`config.mk`:
```
export PLATFORM = sky130hd
export DESIGN_NAME = gyro_bias_cal
export DESIGN_NICKNAME = d
export VERILOG_FILES = /design/src/rtl/gyro_pkg.sv /design/src/rtl/gyro_bias_cal_axis_corr.sv /design/src/rtl/gyro_bias_cal.sv
export SDC_FILE = /design/constraint.sdc
export NUM_CORES = 1
export LEC_CHECK = 0
export CAP_MARGIN = 10
export CORE_AREA = 3 3 160 162
export CTS_CLUSTER_SIZE = 14
export DETAILED_ROUTE_END_ITERATION = 10
export DIE_AREA = 0 0 163 165
export HOLD_SLACK_MARGIN = 0.06
export PLACE_DENSITY = 0.75
export SLEW_MARGIN = 20
export SYNTH_ARGS = -nofsm -noshare
export SYNTH_HDL_FRONTEND = slang
export SYNTH_SLANG_ARGS = --single-unit
```
`constraint.sdc`:
```
create_clock -name CLK -period 8.95 [get_ports CLK]
set_clock_uncertainty 0.1 [all_clocks]
set_input_delay 1.3425 -clock CLK [delete_from_list [all_inputs] [get_ports CLK]]
set_output_delay 1.3425 -clock CLK [all_outputs]
set_load 0.02 [all_outputs]
```
`src/rtl/gyro_pkg.sv`:
```
// Shared gyro-path types and default constants (also used by GyroTilt/GyroFsm).
package gyro_pkg;

  localparam int unsigned GYRO_CAL_SAMPLES_LOG2 = 6;
  localparam int unsigned GYRO_DEADBAND         = 8;

  typedef logic signed [15:0] gyro_sample_t;

  typedef enum logic {
    CAL = 1'b0,
    RUN = 1'b1
  } cal_state_t;

endpackage

```
`src/rtl/gyro_bias_cal_axis_corr.sv`:
```
// One-axis bias correction: subtract, saturate to W bits, apply deadband.
// Also reports the deadband ("still") flag and the sign of the raw difference.
module gyro_axis_corr
  import gyro_pkg::*;
#(
  parameter int unsigned W        = 16,
  parameter int unsigned DEADBAND = GYRO_DEADBAND
) (
  input  logic signed [W-1:0] raw_i,
  input  logic signed [W-1:0] bias_i,
  output logic signed [W-1:0] corr_o,
  output logic                still_o,
  output logic                diff_pos_o,
  output logic                diff_neg_o
);

  localparam logic signed [W:0] DB_POS = (W+1)'(DEADBAND);
  localparam logic signed [W:0] DB_NEG = -DB_POS;

  logic signed [W:0]   diff;
  logic signed [W-1:0] sat;

  always_comb begin
    diff = (W+1)'(raw_i) - (W+1)'(bias_i);

    // Top two bits disagree only when the difference left the W-bit range.
    if (diff[W] != diff[W-1]) begin
      sat = diff[W] ? {1'b1, {(W-1){1'b0}}} : {1'b0, {(W-1){1'b1}}};
    end else begin
      sat = diff[W-1:0];
    end

    // Deadband far smaller than the W-bit range, so the unsaturated diff suffices.
    still_o    = (diff >= DB_NEG) && (diff <= DB_POS);
    corr_o     = still_o ? '0 : sat;
    diff_neg_o = diff[W];
    diff_pos_o = !diff[W] && (diff != '0);
  end

endmodule

```
`src/rtl/gyro_bias_cal.sv`:
```
// Gyro zero-rate bias calibration and correction (CAL/RUN FSM).
// Optional slow bias tracking while still: define GYRO_BIAS_TRACK_EN.
module gyro_bias_cal
  import gyro_pkg::*;
#(
  parameter int unsigned CAL_SAMPLES_LOG2 = GYRO_CAL_SAMPLES_LOG2,
  parameter int unsigned DEADBAND         = GYRO_DEADBAND,
  parameter int unsigned W                = 16
) (
  input  logic                CLK,
  input  logic                RST,
  input  logic signed [W-1:0] raw_x,
  input  logic signed [W-1:0] raw_y,
  input  logic signed [W-1:0] raw_z,
  input  logic                raw_valid,
  input  logic                recal,
  output logic signed [W-1:0] dx,
  output logic signed [W-1:0] dy,
  output logic signed [W-1:0] dz,
  output logic                out_valid,
  output logic                cal_done,
  output logic signed [W-1:0] bias_x,
  output logic signed [W-1:0] bias_y,
  output logic signed [W-1:0] bias_z
);

  localparam int unsigned ACC_W = W + CAL_SAMPLES_LOG2;
  localparam int unsigned CNT_W = CAL_SAMPLES_LOG2;

  cal_state_t                state_q, state_d;
  logic        [CNT_W-1:0]   cnt_q, cnt_d;
  logic signed [ACC_W-1:0]   acc_x_q, acc_y_q, acc_z_q;
  logic signed [ACC_W-1:0]   acc_x_d, acc_y_d, acc_z_d;
  logic signed [W-1:0]       bias_x_q, bias_y_q, bias_z_q;
  logic signed [W-1:0]       bias_x_d, bias_y_d, bias_z_d;
  logic signed [W-1:0]       dx_q, dy_q, dz_q;
  logic signed [W-1:0]       dx_d, dy_d, dz_d;
  logic                      out_valid_q, out_valid_d;

  logic signed [ACC_W-1:0]   sum_x, sum_y, sum_z;
  logic signed [ACC_W-1:0]   avg_x, avg_y, avg_z;

  logic signed [W-1:0]       corr_x, corr_y, corr_z;
  logic                      still_x, still_y, still_z;
  logic                      pos_x, pos_y, pos_z;
  logic                      neg_x, neg_y, neg_z;

  gyro_axis_corr #(.W(W), .DEADBAND(DEADBAND)) u_corr_x (
    .raw_i(raw_x), .bias_i(bias_x_q), .corr_o(corr_x),
    .still_o(still_x), .diff_pos_o(pos_x), .diff_neg_o(neg_x)
  );
  gyro_axis_corr #(.W(W), .DEADBAND(DEADBAND)) u_corr_y (
    .raw_i(raw_y), .bias_i(bias_y_q), .corr_o(corr_y),
    .still_o(still_y), .diff_pos_o(pos_y), .diff_neg_o(neg_y)
  );
  gyro_axis_corr #(.W(W), .DEADBAND(DEADBAND)) u_corr_z (
    .raw_i(raw_z), .bias_i(bias_z_q), .corr_o(corr_z),
    .still_o(still_z), .diff_pos_o(pos_z), .diff_neg_o(neg_z)
  );

`ifndef GYRO_BIAS_TRACK_EN
  logic unused_track;
  assign unused_track = ^{still_x, still_y, still_z, pos_x, pos_y, pos_z, neg_x, neg_y, neg_z};
`endif

  always_comb begin
    state_d     = state_q;
    cnt_d       = cnt_q;
    acc_x_d     = acc_x_q;
    acc_y_d     = acc_y_q;
    acc_z_d     = acc_z_q;
    bias_x_d    = bias_x_q;
    bias_y_d    = bias_y_q;
    bias_z_d    = bias_z_q;
    dx_d        = dx_q;
    dy_d        = dy_q;
    dz_d        = dz_q;
    out_valid_d = 1'b0;

    sum_x = acc_x_q + ACC_W'(raw_x);
    sum_y = acc_y_q + ACC_W'(raw_y);
    sum_z = acc_z_q + ACC_W'(raw_z);
    // Arithmetic shift floors toward -inf.
    avg_x = sum_x >>> CAL_SAMPLES_LOG2;
    avg_y = sum_y >>> CAL_SAMPLES_LOG2;
    avg_z = sum_z >>> CAL_SAMPLES_LOG2;

    unique case (state_q)
      CAL: begin
        if (recal) begin
          cnt_d   = '0;
          acc_x_d = '0;
          acc_y_d = '0;
          acc_z_d = '0;
        end else if (raw_valid) begin
          if (cnt_q == '1) begin
            bias_x_d = avg_x[W-1:0];
            bias_y_d = avg_y[W-1:0];
            bias_z_d = avg_z[W-1:0];
            cnt_d    = '0;
            acc_x_d  = '0;
            acc_y_d  = '0;
            acc_z_d  = '0;
            state_d  = RUN;
          end else begin
            cnt_d   = cnt_q + CNT_W'(1);
            acc_x_d = sum_x;
            acc_y_d = sum_y;
            acc_z_d = sum_z;
          end
        end
      end

      RUN: begin
        if (recal) begin
          state_d = CAL;
          cnt_d   = '0;
          acc_x_d = '0;
          acc_y_d = '0;
          acc_z_d = '0;
        end else if (raw_valid) begin
          dx_d        = corr_x;
          dy_d        = corr_y;
          dz_d        = corr_z;
          out_valid_d = 1'b1;
`ifdef GYRO_BIAS_TRACK_EN
          // Nudge each bias one LSB toward raw only when all axes are still.
          if (still_x && still_y && still_z) begin
            if (pos_x) bias_x_d = bias_x_q + W'(1);
            else if (neg_x) bias_x_d = bias_x_q - W'(1);
            if (pos_y) bias_y_d = bias_y_q + W'(1);
            else if (neg_y) bias_y_d = bias_y_q - W'(1);
            if (pos_z) bias_z_d = bias_z_q + W'(1);
            else if (neg_z) bias_z_d = bias_z_q - W'(1);
          end
`endif
        end
      end

      default: state_d = CAL;
    endcase
  end

  always_ff @(posedge CLK) begin
    if (RST) begin
      state_q     <= CAL;
      cnt_q       <= '0;
      acc_x_q     <= '0;
      acc_y_q     <= '0;
      acc_z_q     <= '0;
      bias_x_q    <= '0;
      bias_y_q    <= '0;
      bias_z_q    <= '0;
      dx_q        <= '0;
      dy_q        <= '0;
      dz_q        <= '0;
      out_valid_q <= 1'b0;
    end else begin
      state_q     <= state_d;
      cnt_q       <= cnt_d;
      acc_x_q     <= acc_x_d;
      acc_y_q     <= acc_y_d;
      acc_z_q     <= acc_z_d;
      bias_x_q    <= bias_x_d;
      bias_y_q    <= bias_y_d;
      bias_z_q    <= bias_z_d;
      dx_q        <= dx_d;
      dy_q        <= dy_d;
      dz_q        <= dz_d;
      out_valid_q <= out_valid_d;
    end
  end

  assign dx        = dx_q;
  assign dy        = dy_q;
  assign dz        = dz_q;
  assign out_valid = out_valid_q;
  assign cal_done  = (state_q == RUN);
  assign bias_x    = bias_x_q;
  assign bias_y    = bias_y_q;
  assign bias_z    = bias_z_q;

endmodule

```
==> results.tsv, run 1 <==
stage	metric	value	unit
cells_and_area	finalNonFillerCells	1986	
placed_design	globalplace.congestion	0.918	
timing	timing.final.crit_share	0.593	
synth	ys_seq_elements	170	
global_routing	overflow	0	
hold_path	worst_hold_startpoint	dz[12]	
die	floorplan.die.height	165	um
die	std_cell_rows	57	
cells_and_area	drive_above_1_share	0.0361	
die	ios	150	
setup_path	crit_path_start	raw_z[0]	
timing	setup-tns-final	0	ns
timing	fmax	189	MHz
setup_path	worst-path-max-fanout	15	
setup_path	worst_path_largest_cell_delay	0.77	ns
timing	min_period	5.30	ns
timing	worstMarginPinSlew	1.04	ns
setup_path	critical_path.n_buffers_inverters	4	
placed_design	place_hpwl	24.2	mm
pwr	irDropWorstVdd	0.113	mV
die	design.core.area	24200	um2
timing	worst_slew_slack_as_a_fraction_of_its_limit	0.308	
drt	detail_route.first_pass.iterations	7	
hold_path	hold_class	reg2reg	
synth	synth.area.top_cells	sky130_fd_sc_hd__dfxtp_1 29%, sky130_fd_sc_hd__ha_1 13%, sky130_fd_sc_hd__nand2_1 6.7%, sky130_fd_sc_hd__nor2_1 5.3%, sky130_fd_sc_hd__a21oi_1 5.0%	
pwr	static-leakage-power	5.62	nW
timing	report.final.slew_viol_count	0	
synth	proportion_of_synthesized_chip_area_in_sequential_cells	0.287	
cts	path_clk_slew	0.07	ns
global_routing	grt_antenna_before_repair	0	
synth	yosys.area.top_type	sky130_fd_sc_hd__dfxtp_1	
cells_and_area	number_of_filler_cells_placed_in_the_layout	2277	
run_status	outcome	finished clean	
cells_and_area	design.final.nets	1826	
setup_path	critical-path-top-cell-by-count	sky130_fd_sc_hd__inv_1	
setup_path	endpoint_kind	flop	
die	fp.dieArea	26900	um2
synth	gate_count_of_the_mapped_netlist	1536	
setup_path	criticalPathCategory	in2reg	
setup_path	critical_path.reg2reg.startpoint	bias_z[0]	
drt	detailroute.via_count	11263	
setup_path	worst_path_max_delay_cell	sky130_fd_sc_hd__a211oi_2	
synth	synth-edff-count	0	
cts	cts.hold.buffers_added	0	
cts	cts-root-to-sink-buffers	2	
cells_and_area	final_area	14200	um2
timing	unrepaired_setup_endpoints_after_global_routing	no	
drt	route.antenna.remaining_nets	0	
placed_design	place.detailed.instances	1954	
global_routing	first_global_vias	10512	
drt	drt_iter0_markers	769	
cts	post-cts-setup-buffers	0	
timing	setup_violations	0	
global_routing	largest_net_degree_at_the_start_of_global_routing	86	
cts	clk-insertion-delay-late	0.44	ns
drt	vias_per_cell	5.67	
cts	ctsResizeCount	0	
cells_and_area	area_growth_syn_to_layout	19.4	%
cts	tritoncts	yes	
synth	avgSynthCellArea	7.72	um2
synth	count_of_synthesis_stage_warnings_from_yosys	0	
pwr	power_per_cell_area	139	nW/um2
synth	synth_cell_types	74	
synth	netlist_top_cells_count	212 x sky130_fd_sc_hd__nand2_1, 170 x sky130_fd_sc_hd__dfxtp_1, 167 x sky130_fd_sc_hd__nor2_1	
synth	async_reset_ff_frac	0	
die	die_x_extent	163	um
global_routing	wire_length_of_the_first_global_routing_pass	51.8	mm
placed_design	port_buffers	149	
drt	drt-wirelength-per-cell	16.1	um
placed_design	post_dp_cell_area	13600	um2
synth	syn_area	11900	um2
cts	cts.htree.levels	4	
setup_path	worst_path_arrival_time	5.49	ns
drt	drcViolationCount	0	
setup_path	timing.critical_path.cells	clkdlybuf4s50_1 -> inv_1 -> ha_1 -> inv_1 -> fa_1 -> a211oi_1 -> o211ai_1 -> a311oi_1 -> o21a_1 -> nor2b_1 -> o31a_1 -> inv_1 -> ha_1 -> a21oi_1 -> nand3_1 -> a21oi_1 -> a211oi_2 -> o21ai_0	
synth	postSynth.topFlopCell	sky130_fd_sc_hd__dfxtp_1	
die	start_util	0.489	
setup_path	worstPathRequired	9.14	ns
pwr	total_power	1.96	mW
synth	mappedNetlistNets	1713	
job	cap_violations	0	
synth	post-synth-top-area-fraction	0.287	
drt	drt-total-wl	32.0	mm
setup_path	setup.worst_path.start_class	primary input	
global_routing	globalRouteTotalUtil	0.235	
cells_and_area	antennaDiodeCount	0	
cts	tritoncts_num_sinks	170	
cts	clock-root-buffer	sky130_fd_sc_hd__clkbuf_16	
setup_path	critPathTopFamily	compound AO/OA/AOI/OAI gates	
cts	number_of_cts_inserted_buffers	17	
synth	synthMostInstantiatedCell	sky130_fd_sc_hd__nand2_1	
setup_path	r2r_slack	4.66	ns
timing	finalHoldViolations	0	
## tightest hold or removal path, stage by stage, from the launching register on
cell	delay (ns)
sky130_fd_sc_hd__dfxtp_1	0.31
sky130_fd_sc_hd__nand2_1	0.05
sky130_fd_sc_hd__o21ai_1	0.05
## per-layer routing
metal / vias to the layer above / wire length (um) / GRT usage
met3: 45 / 1500 / 0.0346
met2: 268 / 15100 / 0.398
li1: 5675 / - / -
met5: - / 0 / 0
met4: 0 / 650 / 0.0727
met1: 5275 / 14700 / 0.308
## final timing paths
| kind | endpoint | cells after the start |
|---|---|---|
| setup / recovery | dz[1] | 18 |
| hold / removal | dz[12] | 2 |
| setup reg to reg | dz[1] | 16 |
| hold reg to reg | dz[12] | 2 |
## flip-flops by register name, summed over array words and instances, names as in the netlist
register	flops
cnt_q	6
acc_x_q	22
bias_y	16
bias_z	16
acc_z_q	22
bias_x	16
dy	16
dz	16
out_valid	1
cal_done	1
acc_y_q	22
dx	16
## through the flow
stage	hold slack (ns)	utilization	worst slack [ns]
global placement	0.335	0.560	3.32
CTS	0.349	0.584	3.61
detailed placement	0.338	0.560	3.18
global route	0.358	0.584	3.32
floorplan	0.350	-	4.18
finish	0.342	0.584	3.65
## logic make-up after synthesis
family | share of synthesized area
simple gates | 0.209
compound gates | 0.250
flops | 0.287
buf+inv | 0.0465
fa+ha+maj | 0.136
xor+xnor | 0.0701
mux | 0.00253
## layout make-up
cell class / instances / area, um2 / area share
clock buffer: 17 / 425 / 0.0300
clock inverter: 15 / 170 / 0.0120
inverter: 84 / 315 / 0.0223
multi-input combinational: 1223 / 7930 / 0.560
sequential: 170 / 3400 / 0.240
tap: 324 / 405 / 0.0286
timing repair buffer: 153 / 1520 / 0.107
## power by group
group / internal, mW / switching [mW] / leakage [nW] / total (mW)
clock: 0.400 / 0.365 / 0.288 / 0.765
sequential: 0.770 / 0.00816 / 1.38 / 0.778
combinational: 0.169 / 0.253 / 3.96 / 0.421
## placed cells by master (no fill, tap or decap), types with 14 or more instances in the layout
master	synthesis	final
sky130_fd_sc_hd__nand2_1	212	211
sky130_fd_sc_hd__dfxtp_1	170	170
sky130_fd_sc_hd__nor2_1	167	166
sky130_fd_sc_hd__clkdlybuf4s50_1	0	148
sky130_fd_sc_hd__ha_1	119	119
sky130_fd_sc_hd__a21oi_1	118	118
sky130_fd_sc_hd__inv_1	83	83
sky130_fd_sc_hd__o21ai_0	80	80
sky130_fd_sc_hd__a22oi_1	62	62
sky130_fd_sc_hd__xnor2_1	53	53
sky130_fd_sc_hd__xor2_1	42	42
sky130_fd_sc_hd__a21o_1	39	39
sky130_fd_sc_hd__o21a_1	28	28
sky130_fd_sc_hd__nor3_1	28	27
sky130_fd_sc_hd__nand3_1	23	23
sky130_fd_sc_hd__nand2b_1	20	20
sky130_fd_sc_hd__o21ai_1	20	20
sky130_fd_sc_hd__nor2b_1	18	17
sky130_fd_sc_hd__clkbuf_16	0	17
sky130_fd_sc_hd__o31ai_1	15	15
sky130_fd_sc_hd__or3_1	14	14
No activity file was read; power rests on OpenSTA's default activity.
==> inputs of run 2 (changes only) <==
==> constraint.sdc (replaced) <==
create_clock -name CLK -period 4.9 [get_ports CLK]
set_clock_uncertainty 0.1 [all_clocks]
set_input_delay 0.735 -clock CLK [delete_from_list [all_inputs] [get_ports CLK]]
set_output_delay 0.735 -clock CLK [all_outputs]
set_load 0.02 [all_outputs]
==> results.tsv, run 2 (synthesis results as in run 1) <==
stage	metric	value	unit
die	ios	150	
global_routing	largest_net_degree_at_the_start_of_global_routing	76	
global_routing	wire_length_of_the_first_global_routing_pass	51.8	mm
timing	setup_slack	0.416	ns
cts	clk-insertion-delay-late	0.43	ns
cts	post-cts-setup-buffers	0	
cells_and_area	most_common_library_cell_in_the_layout_ignoring_fill_and_taps	sky130_fd_sc_hd__nand2_1	
cts	cts-root-to-sink-buffers	2	
drt	vias_per_cell	5.64	
cells_and_area	final_area	14200	um2
drt	drt-total-wl	32.1	mm
placed_design	globalplace.congestion	0.932	
drt	drt-wirelength-per-cell	16.1	um
die	design.core.area	24200	um2
setup_path	worstPathRequired	5.11	ns
setup_path	worst_path_largest_cell_delay	0.51	ns
timing	min_period	4.48	ns
placed_design	port_buffers	149	
cts	cts.htree.levels	4	
cells_and_area	area.sequential	3400	um2
setup_path	timing.critical_path.cells	clkdlybuf4s50_1 -> inv_1 -> ha_1 -> inv_1 -> fa_1 -> a21o_1 -> a41oi_1 -> a21boi_1 -> o21a_1 -> o21ai_0 -> nand2_1 -> inv_1 -> ha_1 -> inv_1 -> nor3_1 -> nand4_1 -> or4_1 -> nor4b_4 -> a311o_4 -> o31ai_1	
cells_and_area	number_of_filler_cells_placed_in_the_layout	2204	
job	cap_violations	0	
drt	drt_iter0_markers	698	
pwr	total_power	3.52	mW
cts	ctsResizeCount	0	
hold_path	hold_class	reg2reg	
global_routing	globalRouteTotalUtil	0.236	
timing	report.final.slew_viol_count	0	
cells_and_area	top_regs	acc_x_q (22), acc_y_q (22), acc_z_q (22)	
setup_path	endpoint_kind	flop	
timing	setup-tns-final	0	ns
die	fp.dieArea	26900	um2
cts	number_of_cts_inserted_buffers	17	
global_routing	grt_antenna_before_repair	0	
timing	fmax	223	MHz
die	std_cell_rows	57	
cells_and_area	top_library_cells_by_usage_in_the_layout_fill_and_taps_aside	211 x sky130_fd_sc_hd__nand2_1, 170 x sky130_fd_sc_hd__dfxtp_1, 166 x sky130_fd_sc_hd__nor2_1	
cells_and_area	drive_above_1_share	0.0424	
placed_design	place_hpwl	24.1	mm
pwr	power_per_cell_area	247	nW/um2
global_routing	first_global_vias	10497	
timing	finalHoldViolations	0	
setup_path	setup.worst_path.start_class	primary input	
cts	cts.hold.buffers_added	0	
cts	clock-root-buffer	sky130_fd_sc_hd__clkbuf_16	
drt	detail_route.first_pass.iterations	5	
setup_path	critical-path-top-cell-by-count	sky130_fd_sc_hd__inv_1	
setup_path	worst_path_arrival_time	4.69	ns
die	start_util	0.489	
cells_and_area	utilization	0.587	
cells_and_area	finalNonFillerCells	1997	
timing	timing.final.crit_share	0.915	
pwr	static-leakage-power	5.67	nW
global_routing	overflow	0	
placed_design	dpl_worst_slack	-0.00167	ns
cells_and_area	antennaDiodeCount	0	
cts	path_clk_slew	0.07	ns
placed_design	post_dp_cell_area	13600	um2
run_status	outcome	finished clean	
drt	route.antenna.remaining_nets	0	
drt	detailroute.via_count	11262	
cells_and_area	design.final.nets	1837	
cts	tritoncts	yes	
cts	tritoncts_num_sinks	170	
die	die_x_extent	163	um
setup_path	criticalPathCategory	in2reg	
timing	unrepaired_setup_endpoints_after_global_routing	no	
timing	fin_hold_ws	0.343	ns
setup_path	worst-path-max-fanout	15	
pwr	irDropWorstVdd	0.224	mV
timing	worst_slew_slack_as_a_fraction_of_its_limit	0.302	
timing	worstMarginPinSlew	1.05	ns
setup_path	worst_path_max_delay_cell	sky130_fd_sc_hd__clkdlybuf4s50_1	
cells_and_area	area_growth_syn_to_layout	20.0	%
cells_and_area	multi_input_gate_area	7930	um2
timing	setup_violations	0	
die	floorplan.die.height	165	um
placed_design	place.detailed.instances	1964	
drt	drcViolationCount	0	
-- run 2: cell count changes in the layout (fill, tap and decap cells not counted), sizes merged --
| cell | previous run | this run |
|---|---|---|
| buf | 5 | 16 |
| clkinv | 3 | 6 |
| inv | 93 | 90 |
| clkbuf | 17 | 19 |
| bufinv | 1 | 0 |
| clkinvlp | 2 | 1 |
-- run 2: cell type report --
class | count | share of cell area
Sequential cell | 170 | 0.239
Tap cell | 324 | 0.0285
Clock buffer | 19 | 0.0318
Clock inverter | 13 | 0.00756
Timing Repair Buffer | 164 | 0.113
Multi-Input combinational cell | 1223 | 0.557
Inverter | 84 | 0.0222
-- run 2: critical path, delay by kind of cell --
family,cells,cell delay [ns]
AO/OA/AOI/OAI,7,1.37
buffers and inverters,5,0.78
AND/OR/NAND/NOR,5,1.12
adder cells (fa/ha/maj),3,0.70
-- run 2: where the power goes --
part / internal, mW / switching (mW)
registers: 1.41 / 0.0148
logic: 0.318 / 0.465
clock network: 0.691 / 0.624
total: 2.41 / 1.10
-- run 2: path summary, 6_finish.rpt --
kind | start | endpoint | slack (ns) | cells past startpoint
min | dz[5] | dz[5] | 0.34 | 2
max reg2reg | bias_x[0] | dx[1] | 0.88 | 18
max | raw_x[0] | dx[1] | 0.42 | 20
min reg2reg | dz[5] | dz[5] | 0.34 | 2
-- run 2: layer usage --
metal / vias up / share of wire / routed length (um) / global-route usage
met5: - / 0 / 0 / 0
met4: 0 / 0.019 / 603 / 0.0665
met3: 40 / 0.051 / 1640 / 0.0349
met2: 291 / 0.48 / 15300 / 0.409
met1: 5233 / 0.45 / 14600 / 0.305
li1: 5698 / - / - / -
